File: src/rtl/kf6845_init_sequencer.sv
// ============================================================================
// Module   : kf6845_init_sequencer
// Brief    : Programs CRTC R0..R(REG_COUNT-1) from a CGA mode table and
//            arbitrates the CRTC bus with a registered host pass-through.
//            Optional macro KF6845_INIT_RESTORE_ADDR_EN restores the host's
//            last CRTC address register selection after the sequence.
// Revision : 1.0 - initial release
// ============================================================================
`default_nettype none

module kf6845_init_sequencer #(
    parameter int REG_COUNT  = 16,
    parameter int GAP_CYCLES = 1
) (
    input  logic       clock,
    input  logic       reset,
    input  logic       start,
    input  logic [1:0] mode_select,
    input  logic       host_cs_n,
    input  logic       host_rs,
    input  logic       host_enable,
    input  logic       host_r_or_w,
    input  logic [7:0] host_data,
    output logic       crtc_cs_n,
    output logic       crtc_rs,
    output logic       crtc_enable,
    output logic       crtc_r_or_w,
    output logic [7:0] crtc_data,
    output logic       busy,
    output logic       done,
    output logic       host_wait
);

    localparam logic [3:0] c_LAST_INDEX = 4'(REG_COUNT - 1);
    localparam logic [2:0] c_GAP_LAST   = 3'(GAP_CYCLES - 1);

    typedef enum logic [3:0] {
        ST_IDLE        = 4'd0,
        ST_WAIT_HOST   = 4'd1,
        ST_ADDR_STROBE = 4'd2,
        ST_ADDR_GAP    = 4'd3,
        ST_DATA_STROBE = 4'd4,
        ST_DATA_GAP    = 4'd5,
`ifdef KF6845_INIT_RESTORE_ADDR_EN
        ST_RESTORE_STROBE = 4'd7,
        ST_RESTORE_GAP    = 4'd8,
`endif
        ST_DONE        = 4'd6
    } state_t;

    state_t     r_state;
    state_t     w_state_nxt;
    logic [3:0] r_index;
    logic [1:0] r_mode;
    logic [2:0] r_gap_cnt;
    logic       w_in_gap;
    logic       w_gap_last;
    logic       w_host_active;

    logic       r_cs_n, r_rs, r_en, r_rw, r_busy, r_done, r_host_wait;
    logic [7:0] r_data;
    logic       w_cs_n, w_rs, w_en, w_rw, w_busy, w_done, w_host_wait;
    logic [7:0] w_data;

    // CGA register values; 0/3 use 80-column horizontal timing, 2/3 graphics vertical timing.
    function automatic logic [7:0] f_table(input logic [1:0] mode, input logic [3:0] idx);
        logic wide;
        logic gfx;
        wide = (mode == 2'd0) || (mode == 2'd3);
        gfx  = mode[1];
        case (idx)
            4'd0:    f_table = wide ? 8'h71 : 8'h38;
            4'd1:    f_table = wide ? 8'h50 : 8'h28;
            4'd2:    f_table = wide ? 8'h5A : 8'h2D;
            4'd3:    f_table = 8'h0A;
            4'd4:    f_table = gfx ? 8'h7F : 8'h1F;
            4'd5:    f_table = 8'h06;
            4'd6:    f_table = gfx ? 8'h64 : 8'h19;
            4'd7:    f_table = gfx ? 8'h70 : 8'h1C;
            4'd8:    f_table = 8'h02;
            4'd9:    f_table = gfx ? 8'h01 : 8'h07;
            4'd10:   f_table = 8'h06;
            4'd11:   f_table = 8'h07;
            default: f_table = 8'h00;
        endcase
    endfunction

    assign w_host_active = !host_cs_n && host_enable;
    assign w_gap_last    = (r_gap_cnt == c_GAP_LAST);

`ifdef KF6845_INIT_RESTORE_ADDR_EN
    logic [4:0] r_shadow;

    assign w_in_gap = (r_state == ST_ADDR_GAP) || (r_state == ST_DATA_GAP)
                   || (r_state == ST_RESTORE_GAP);

    // Only address writes that actually reach the CRTC are worth restoring.
    always_ff @(posedge clock or posedge reset) begin
        if (reset) begin
            r_shadow <= 5'd0;
        end else if (((r_state == ST_IDLE) || (r_state == ST_WAIT_HOST))
                     && w_host_active && !host_rs && !host_r_or_w) begin
            r_shadow <= host_data[4:0];
        end
    end
`else
    assign w_in_gap = (r_state == ST_ADDR_GAP) || (r_state == ST_DATA_GAP);
`endif

    always_ff @(posedge clock or posedge reset) begin
        if (reset) begin
            r_state   <= ST_IDLE;
            r_index   <= 4'd0;
            r_mode    <= 2'd0;
            r_gap_cnt <= 3'd0;
        end else begin
            r_state   <= w_state_nxt;
            r_gap_cnt <= (w_in_gap && !w_gap_last) ? r_gap_cnt + 3'd1 : 3'd0;
            if (r_state == ST_IDLE && start) begin
                r_mode  <= mode_select;
                r_index <= 4'd0;
            end else if (r_state == ST_DATA_GAP && w_gap_last && r_index != c_LAST_INDEX) begin
                r_index <= r_index + 4'd1;
            end
        end
    end

    always_comb begin
        w_state_nxt = r_state;
        case (r_state)
            ST_IDLE: begin
                if (start) begin
                    w_state_nxt = w_host_active ? ST_WAIT_HOST : ST_ADDR_STROBE;
                end
            end
            ST_WAIT_HOST: begin
                if (!w_host_active) begin
                    w_state_nxt = ST_ADDR_STROBE;
                end
            end
            ST_ADDR_STROBE: w_state_nxt = ST_ADDR_GAP;
            ST_ADDR_GAP: begin
                if (w_gap_last) begin
                    w_state_nxt = ST_DATA_STROBE;
                end
            end
            ST_DATA_STROBE: w_state_nxt = ST_DATA_GAP;
            ST_DATA_GAP: begin
                if (w_gap_last) begin
`ifdef KF6845_INIT_RESTORE_ADDR_EN
                    w_state_nxt = (r_index == c_LAST_INDEX) ? ST_RESTORE_STROBE : ST_ADDR_STROBE;
`else
                    w_state_nxt = (r_index == c_LAST_INDEX) ? ST_DONE : ST_ADDR_STROBE;
`endif
                end
            end
`ifdef KF6845_INIT_RESTORE_ADDR_EN
            ST_RESTORE_STROBE: w_state_nxt = ST_RESTORE_GAP;
            ST_RESTORE_GAP: begin
                if (w_gap_last) begin
                    w_state_nxt = ST_DONE;
                end
            end
`endif
            ST_DONE: w_state_nxt = ST_IDLE;
            default: w_state_nxt = ST_IDLE;
        endcase
    end

    // Bus values are decoded from the current state and registered, so every
    // bus phase appears one clock after the state that produces it is entered.
    always_comb begin
        w_cs_n      = 1'b1;
        w_rs        = 1'b1;
        w_en        = 1'b0;
        w_rw        = 1'b1;
        w_data      = 8'hFF;
        w_busy      = 1'b1;
        w_done      = 1'b0;
        w_host_wait = !host_cs_n;
        case (r_state)
            ST_IDLE, ST_WAIT_HOST: begin
                w_cs_n      = host_cs_n;
                w_rs        = host_rs;
                w_en        = host_enable;
                w_rw        = host_r_or_w;
                w_data      = host_data;
                w_host_wait = 1'b0;
                w_busy      = (r_state == ST_WAIT_HOST);
            end
            ST_ADDR_STROBE: begin
                w_cs_n = 1'b0;
                w_rs   = 1'b0;
                w_en   = 1'b1;
                w_rw   = 1'b0;
                w_data = {4'b0000, r_index};
            end
            ST_DATA_STROBE: begin
                w_cs_n = 1'b0;
                w_en   = 1'b1;
                w_rw   = 1'b0;
                w_data = f_table(r_mode, r_index);
            end
`ifdef KF6845_INIT_RESTORE_ADDR_EN
            ST_RESTORE_STROBE: begin
                w_cs_n = 1'b0;
                w_rs   = 1'b0;
                w_en   = 1'b1;
                w_rw   = 1'b0;
                w_data = {3'b000, r_shadow};
            end
`endif
            ST_DONE: begin
                w_busy      = 1'b0;
                w_done      = 1'b1;
                w_host_wait = 1'b0;
            end
            default: ;
        endcase
    end

    always_ff @(posedge clock or posedge reset) begin
        if (reset) begin
            r_cs_n      <= 1'b1;
            r_rs        <= 1'b1;
            r_en        <= 1'b0;
            r_rw        <= 1'b1;
            r_data      <= 8'hFF;
            r_busy      <= 1'b0;
            r_done      <= 1'b0;
            r_host_wait <= 1'b0;
        end else begin
            r_cs_n      <= w_cs_n;
            r_rs        <= w_rs;
            r_en        <= w_en;
            r_rw        <= w_rw;
            r_data      <= w_data;
            r_busy      <= w_busy;
            r_done      <= w_done;
            r_host_wait <= w_host_wait;
        end
    end

    assign crtc_cs_n   = r_cs_n;
    assign crtc_rs     = r_rs;
    assign crtc_enable = r_en;
    assign crtc_r_or_w = r_rw;
    assign crtc_data   = r_data;
    assign busy        = r_busy;
    assign done        = r_done;
    assign host_wait   = r_host_wait;

endmodule

`default_nettype wire

File: config.mk
export PLATFORM = sky130hd
export DESIGN_NAME = kf6845_init_sequencer
export DESIGN_NICKNAME = d
export VERILOG_FILES = /design/src/rtl/kf6845_init_sequencer.sv
export SDC_FILE = /design/constraint.sdc
export NUM_CORES = 1
export LEC_CHECK = 0
export BUFFER_PORTS_ARGS = -buffer_cell sky130_fd_sc_hd__buf_2
export CAP_MARGIN = 20
export CORE_ASPECT_RATIO = 1.1
export CORE_UTILIZATION = 55
export DETAILED_ROUTE_END_ITERATION = 8
export PLACE_DENSITY_LB_ADDON = 0.25
export SLEW_MARGIN = 20
export SYNTH_ARGS = -nofsm -noshare
export SYNTH_HDL_FRONTEND = slang
export SYNTH_SLANG_ARGS = --single-unit
File: constraint.sdc
create_clock -name clock -period 2.8 [get_ports clock]
set_clock_uncertainty 0.15 [all_clocks]
set_input_delay 0.28 -clock clock [delete_from_list [all_inputs] [get_ports clock]]
set_output_delay 0.28 -clock clock [all_outputs]
set_load 0.01 [all_outputs]
==> results.ini, run 1 <==
[status]
status=complete, no violations

[sta]
max_freq_ghz=0.426
slew_headroom=0.606
fin_crit_ns=2.34
setup-violations-final=0
maxSlewViolCount=0
worst_pin_slew_ns=0.591
hold_violations=0
rsz0062_at_grt=false
finalCritPeriodShare=0.837
setup_tns_ns=0

[global_routing]
grt_pass1_wl_um=5420
grt_use_total=0.225
grt.overflow.total=0
grt_pass1_vias=1236
antenna_found_initial=0
grt_max_degree=28

[layout]
drive_gt1_frac=0.275
nets=237
antenna_cells=0
syn_to_final_growth_pct=11.8
stdcell_area_sq_mm=0.00189
final_common_cell=buf_2
layout_common_cells=buf_2 (31), a21oi_1 (20), nor2_1 (18)

[critical_path]
r2r_cells=7
crit_path_top_delay_cell=or4_4
cp_max_fo=13
crit_path_cell_trace=inv_1, ha_1, or4_4, a21oi_2, a221oi_2, o21ai_4, o32ai_2
crit_buf_inv=1
rrSetupSlack_ns=0.46
crit_family=simple AND/OR/NAND/NOR gates
critPathKind=flop to flop
r2r_end=crtc_data[3]
start_kind=flop
cp_data_arrival_time_ns=2.45
critPathMaxStageDelay_ns=0.58
r2r_start=r_index[0]
end_kind=flop
cp.required_ns=2.90

[floorplanning]
die_area_sq_mm=0.00330
core_sq_mm=0.00285
dieHeight_um=60.1
row_count=20
ios=32
die_w_um=54.8
start_util=0.592

[yosys]
avgSynthCellArea_sq_um=9.08
synth_ff_type=dfrtp_1
synth_edf_count=0
netlist_area_sq_mm=0.00169
synthDistinctLibCells=45
ys_ff_latch=27
async_flop_share=1.00
yosysSeqAreaShare=0.408
yosysWarnings=0
synth_nets=211
syn_inst=186

[power_and_ir_drop]
p_leak_nw=0.833
p_per_area_mw_per_mm2=1110
power.total_mw=2.09
ir_worst_vdd_uv=639

[run]
drv_cap=0

[placement]
placedInstanceArea_sq_mm=0.00182
port_buffers=31
dp_hpwl_um=2330
place.gp.congestion=0.780

[clock_network]
htree_levels=1
clockBufferDepth=2
cts_hold_buf=1
clk_pin_slew_ns=0.15
clkSinkCount=27
cts.repair.resized=0
post_cts_buffers=0
clock_latency_ns=0.32
cts-buffers-inserted=3
cts_tree=done
root_buffer=clkbuf_4

[route]
vias=1396
dr.first_iter.drc_count=34
drt_wl_total_um=3410
wl_per_cell_um=14.0
drc=0
antenna_left=0
routed_via_density=5.72
dr.pass1.iters=4

[worst_hold_path]
hold_depth=3
hold_path.class=input port to flop
holdPathEnd=r_mode[1]
hp-start=mode_select[1]

[layout make-up]
type | count | area (sq um)
fillers | 249 | 965
inverters | 11 | 41.3
clock inverters | 1 | 7.51
clock buffers | 3 | 22.5
multi-input cells | 134 | 888
well taps | 33 | 41.3
repair buffers | 35 | 198
flip-flops and latches | 27 | 689
[state kept, by name, indices dropped and copies added, names as in the netlist]
signal       flops
r_index          4
crtc_enable      1
busy             1
r_gap_cnt        3
crtc_cs_n        1
host_wait        1
crtc_rs          1
crtc_data        8
r_mode           2
crtc_r_or_w      1
r_state          3
done             1
[layer usage]
metal / vias to the layer above / global-route usage / part of all wire
li1: 696 / - / -
met5: - / 0 / 0
met4: 0 / 0.0806 / 0.0073
met3: 2 / 0.0356 / 0.054
met1: 649 / 0.288 / 0.46
met2: 49 / 0.372 / 0.48
[worst min-delay path, delay by kind of cell]
kind | cells | cell delay, ns
AOI/OAI and AO/OA | 1 | 0.06
buffers and inverters | 1 | 0.08
and+or+nand+nor | 1 | 0.04
[Yosys cell counts (2+ instances only)]
cell type	count	area share
clkbuf_1	7	0.016
o21bai_1	5	0.022
inv_1	11	0.024
buf_2	5	0.015
o21ai_0	16	0.047
nand2_1	9	0.020
xnor2_1	3	0.016
a31oi_1	2	0.0074
nor3b_1	3	0.013
nand3_1	2	0.0059
a211oi_1	2	0.0089
and2_0	2	0.0074
nor2_1	18	0.040
dfrtp_1	16	0.24
ha_1	8	0.059
and3_1	2	0.0074
o22ai_1	6	0.022
nor2b_1	3	0.011
mux2i_1	2	0.012
nand2b_1	5	0.019
or2_2	3	0.011
a21oi_1	20	0.059
dfstp_2	11	0.17
nor3_1	2	0.0059
xor2_1	3	0.016
[logic make-up (layout without fill, tap and decap cells)]
| logic type | Yosys count | after routing | synth area share |
|---|---|---|---|
| AO/OA/AOI/OAI | 63 | 63 | 0.242 |
| XOR/XNOR | 6 | 6 | 0.0311 |
| adder cells (fa/ha/maj) | 8 | 8 | 0.0593 |
| buffers and inverters | 25 | 50 | 0.0659 |
| flip-flops | 27 | 27 | 0.408 |
| multiplexers | 3 | 3 | 0.0185 |
| AND/OR/NAND/NOR | 54 | 54 | 0.175 |
[stage by stage]
step,setup slack [ns],util,hold slack [ns],cells
after floorplan,0.807,-,0.175,186
after global placement,0.619,0.639,0.290,237
after detailed placement,0.512,0.639,0.313,237
after CTS,0.463,0.653,0.00862,242
after global routing,0.356,0.662,0.0205,244
final,0.455,0.662,0.00654,244
[worst max-delay path by stage]
stage,startpoint,end,slack (ns),cells past startpoint
global placement,r_index[0],crtc_data[3],0.62,7
global route,r_index[0],crtc_data[3],0.36,7
floorplan,r_index[0],crtc_data[3],0.81,8
detailed placement,r_index[0],crtc_data[3],0.51,7
CTS,r_index[0],crtc_data[3],0.46,7
finish,r_index[0],crtc_data[3],0.46,7
[report_power, final]
part	leakage, nW	switching (mW)	total [mW]	internal (mW)
Combinational	0.498	0.622	1.13	0.503
Clock	0.0139	0.120	0.174	0.0545
Sequential	0.321	0.197	0.795	0.598
No activity file was read; power rests on OpenSTA's default activity.
==> run 2, diff against run 1 <==
- clock period: 2.8 -> 2.25 ns (I/O delays scaled with it)
==> run 2 against run 1 <==
  * First-iteration DRC count rose by 18%
  * Power increased by 25%
  * Sequential share of layout area decreased by 1.1 points
  * Non-clock buffer count up 8
  * Via count up 2.1%
  * Worst hold slack better by 0.027 ns
  * Cell count rose by 3.3%
  * Critical path depth unchanged
==> results.ini, run 2 (synthesized netlist as in run 1, its figures left out) <==
[route]
drt_wl_total_um=3530
routed_via_density=5.65
routedLengthMet1_um=1710
antenna_left=0
dr.first_iter.drc_count=40
drc=0
wl_per_cell_um=14.0
routed-wl-met3_um=173
dr.pass1.iters=4
routed.top_layer=met4
wl_met2_um=1610
vias=1425

[power_and_ir_drop]
power.total_mw=2.62
p_per_area_mw_per_mm2=1340
ir_worst_vdd_uv=821
p_leak_nw=0.867

[critical_path]
cp_max_fo=8
crit_path_top_delay_cell=or4_4
cp_data_arrival_time_ns=2.21
cp.required_ns=2.36
critPathMaxStageDelay_ns=0.53
crit_path_cell_trace=inv_1, ha_1, or4_4, a21oi_2, a221oi_2, o21ai_4, o32ai_2
crit_family=simple AND/OR/NAND/NOR gates
start_kind=flop
crit_buf_inv=1
end_kind=flop
critPathKind=flop to flop

[floorplanning]
die_w_um=54.8
core_sq_mm=0.00285
die_area_sq_mm=0.00330
start_util=0.592
row_count=20
dieHeight_um=60.1
ios=32

[layout]
fin_util=0.683
fillCellCount=248
stdcell_area_sq_mm=0.00195
nets=245
largest_reg_flops=8
final_common_cell=buf_2
syn_to_final_growth_pct=15.4
fin_cells=252
layout_common_cells=buf_2 (31), a21oi_1 (20), nor2_1 (18)
drive_gt1_frac=0.292
antenna_cells=0

[clock_network]
clockBufferDepth=2
post_cts_buffers=0
cts-buffers-inserted=3
htree_levels=1
clk_pin_slew_ns=0.16
cts_tree=done
root_buffer=clkbuf_4
clock_latency_ns=0.33
clkSinkCount=27

[global_routing]
antenna_found_initial=0
grt_use_total=0.244
grt_pass1_vias=1354
grt_max_degree=28
grt.overflow.total=0
grt_pass1_wl_um=5830

[sta]
finalCritPeriodShare=0.936
fin_crit_ns=2.11
setup-violations-final=0
worst_pin_slew_ns=0.580
max_freq_ghz=0.475
hold_violations=0
maxSlewViolCount=0
setup_tns_ns=0
rsz0062_at_grt=false
slew_headroom=0.614

[placement]
placed_cells=243
place.gp.congestion=0.805
placedInstanceArea_sq_mm=0.00187
dp_hpwl_um=2550
port_buffers=31

[worst_hold_path]
hold_path.class=input port to flop

[status]
status=complete, no violations

[run]
drv_cap=0

## run 2: cell count changes in the layout (fill, tap and decap cells not counted), sizes merged
cell and delta:
buf +5, dlygate4sd3 +3
## run 2: routing by layer
metal / vias to the layer above / track usage
met4: 0 / 0.0806
met5: - / 0
met2: 40 / 0.389
met3: 4 / 0.0356
li1: 715 / -
met1: 666 / 0.330
## run 2: power breakdown
group	switching, mW	leakage, nW	internal (mW)
registers	0.183	0.320	0.745
logic	0.812	0.533	0.657
clock network	0.155	0.0139	0.0680
total	1.15	0.867	1.47
## run 2: through the flow
| stage | worst slack [ns] | hold slack (ns) |
|---|---|---|
| after floorplan | 0.257 | 0.120 |
| after global placement | 0.190 | 0.140 |
| after detailed placement | 0.122 | 0.162 |
| final | 0.145 | 0.0337 |
| after global routing | 0.0238 | 0.0362 |
| after CTS | 0.0865 | 0.0250 |
## run 2: tightest hold or removal path, cell delays in order
cell     delay (ns)
buf_2          0.09
o21ai_0        0.13
a21oi_1        0.08
## run 2: area by class of cell
class,instances,area [sq um],share of cell area
Tap cell,33,41.3,0.0212
Clock inverter,1,7.51,0.00385
Sequential cell,27,691,0.354
Inverter,11,41.3,0.0212
Clock buffer,3,22.5,0.0116
Multi-Input combinational cell,134,888,0.456
Timing Repair Buffer,43,258,0.132
## run 2: worst paths after layout
kind / endpoint / slack, ns / from / depth (start not counted)
max: crtc_data[3] / 0.14 / r_index[1] / 7
min: crtc_r_or_w / 0.03 / host_r_or_w / 3
max reg2reg: crtc_data[3] / 0.14 / r_index[1] / 7
min reg2reg: r_gap_cnt[0] / 0.34 / r_gap_cnt[0] / 1
max in group asynchronous: crtc_r_or_w / 1.33 / reset / 4
min in group asynchronous: done / 0.33 / reset / 4
## run 2: repair_timing
item / in CTS / in global routing
endpoints found under the setup margin: 0 / 1
hold buffers: 5 / 0
gates resized for setup: 0 / 1
hold endpoints to repair: 20 / 0
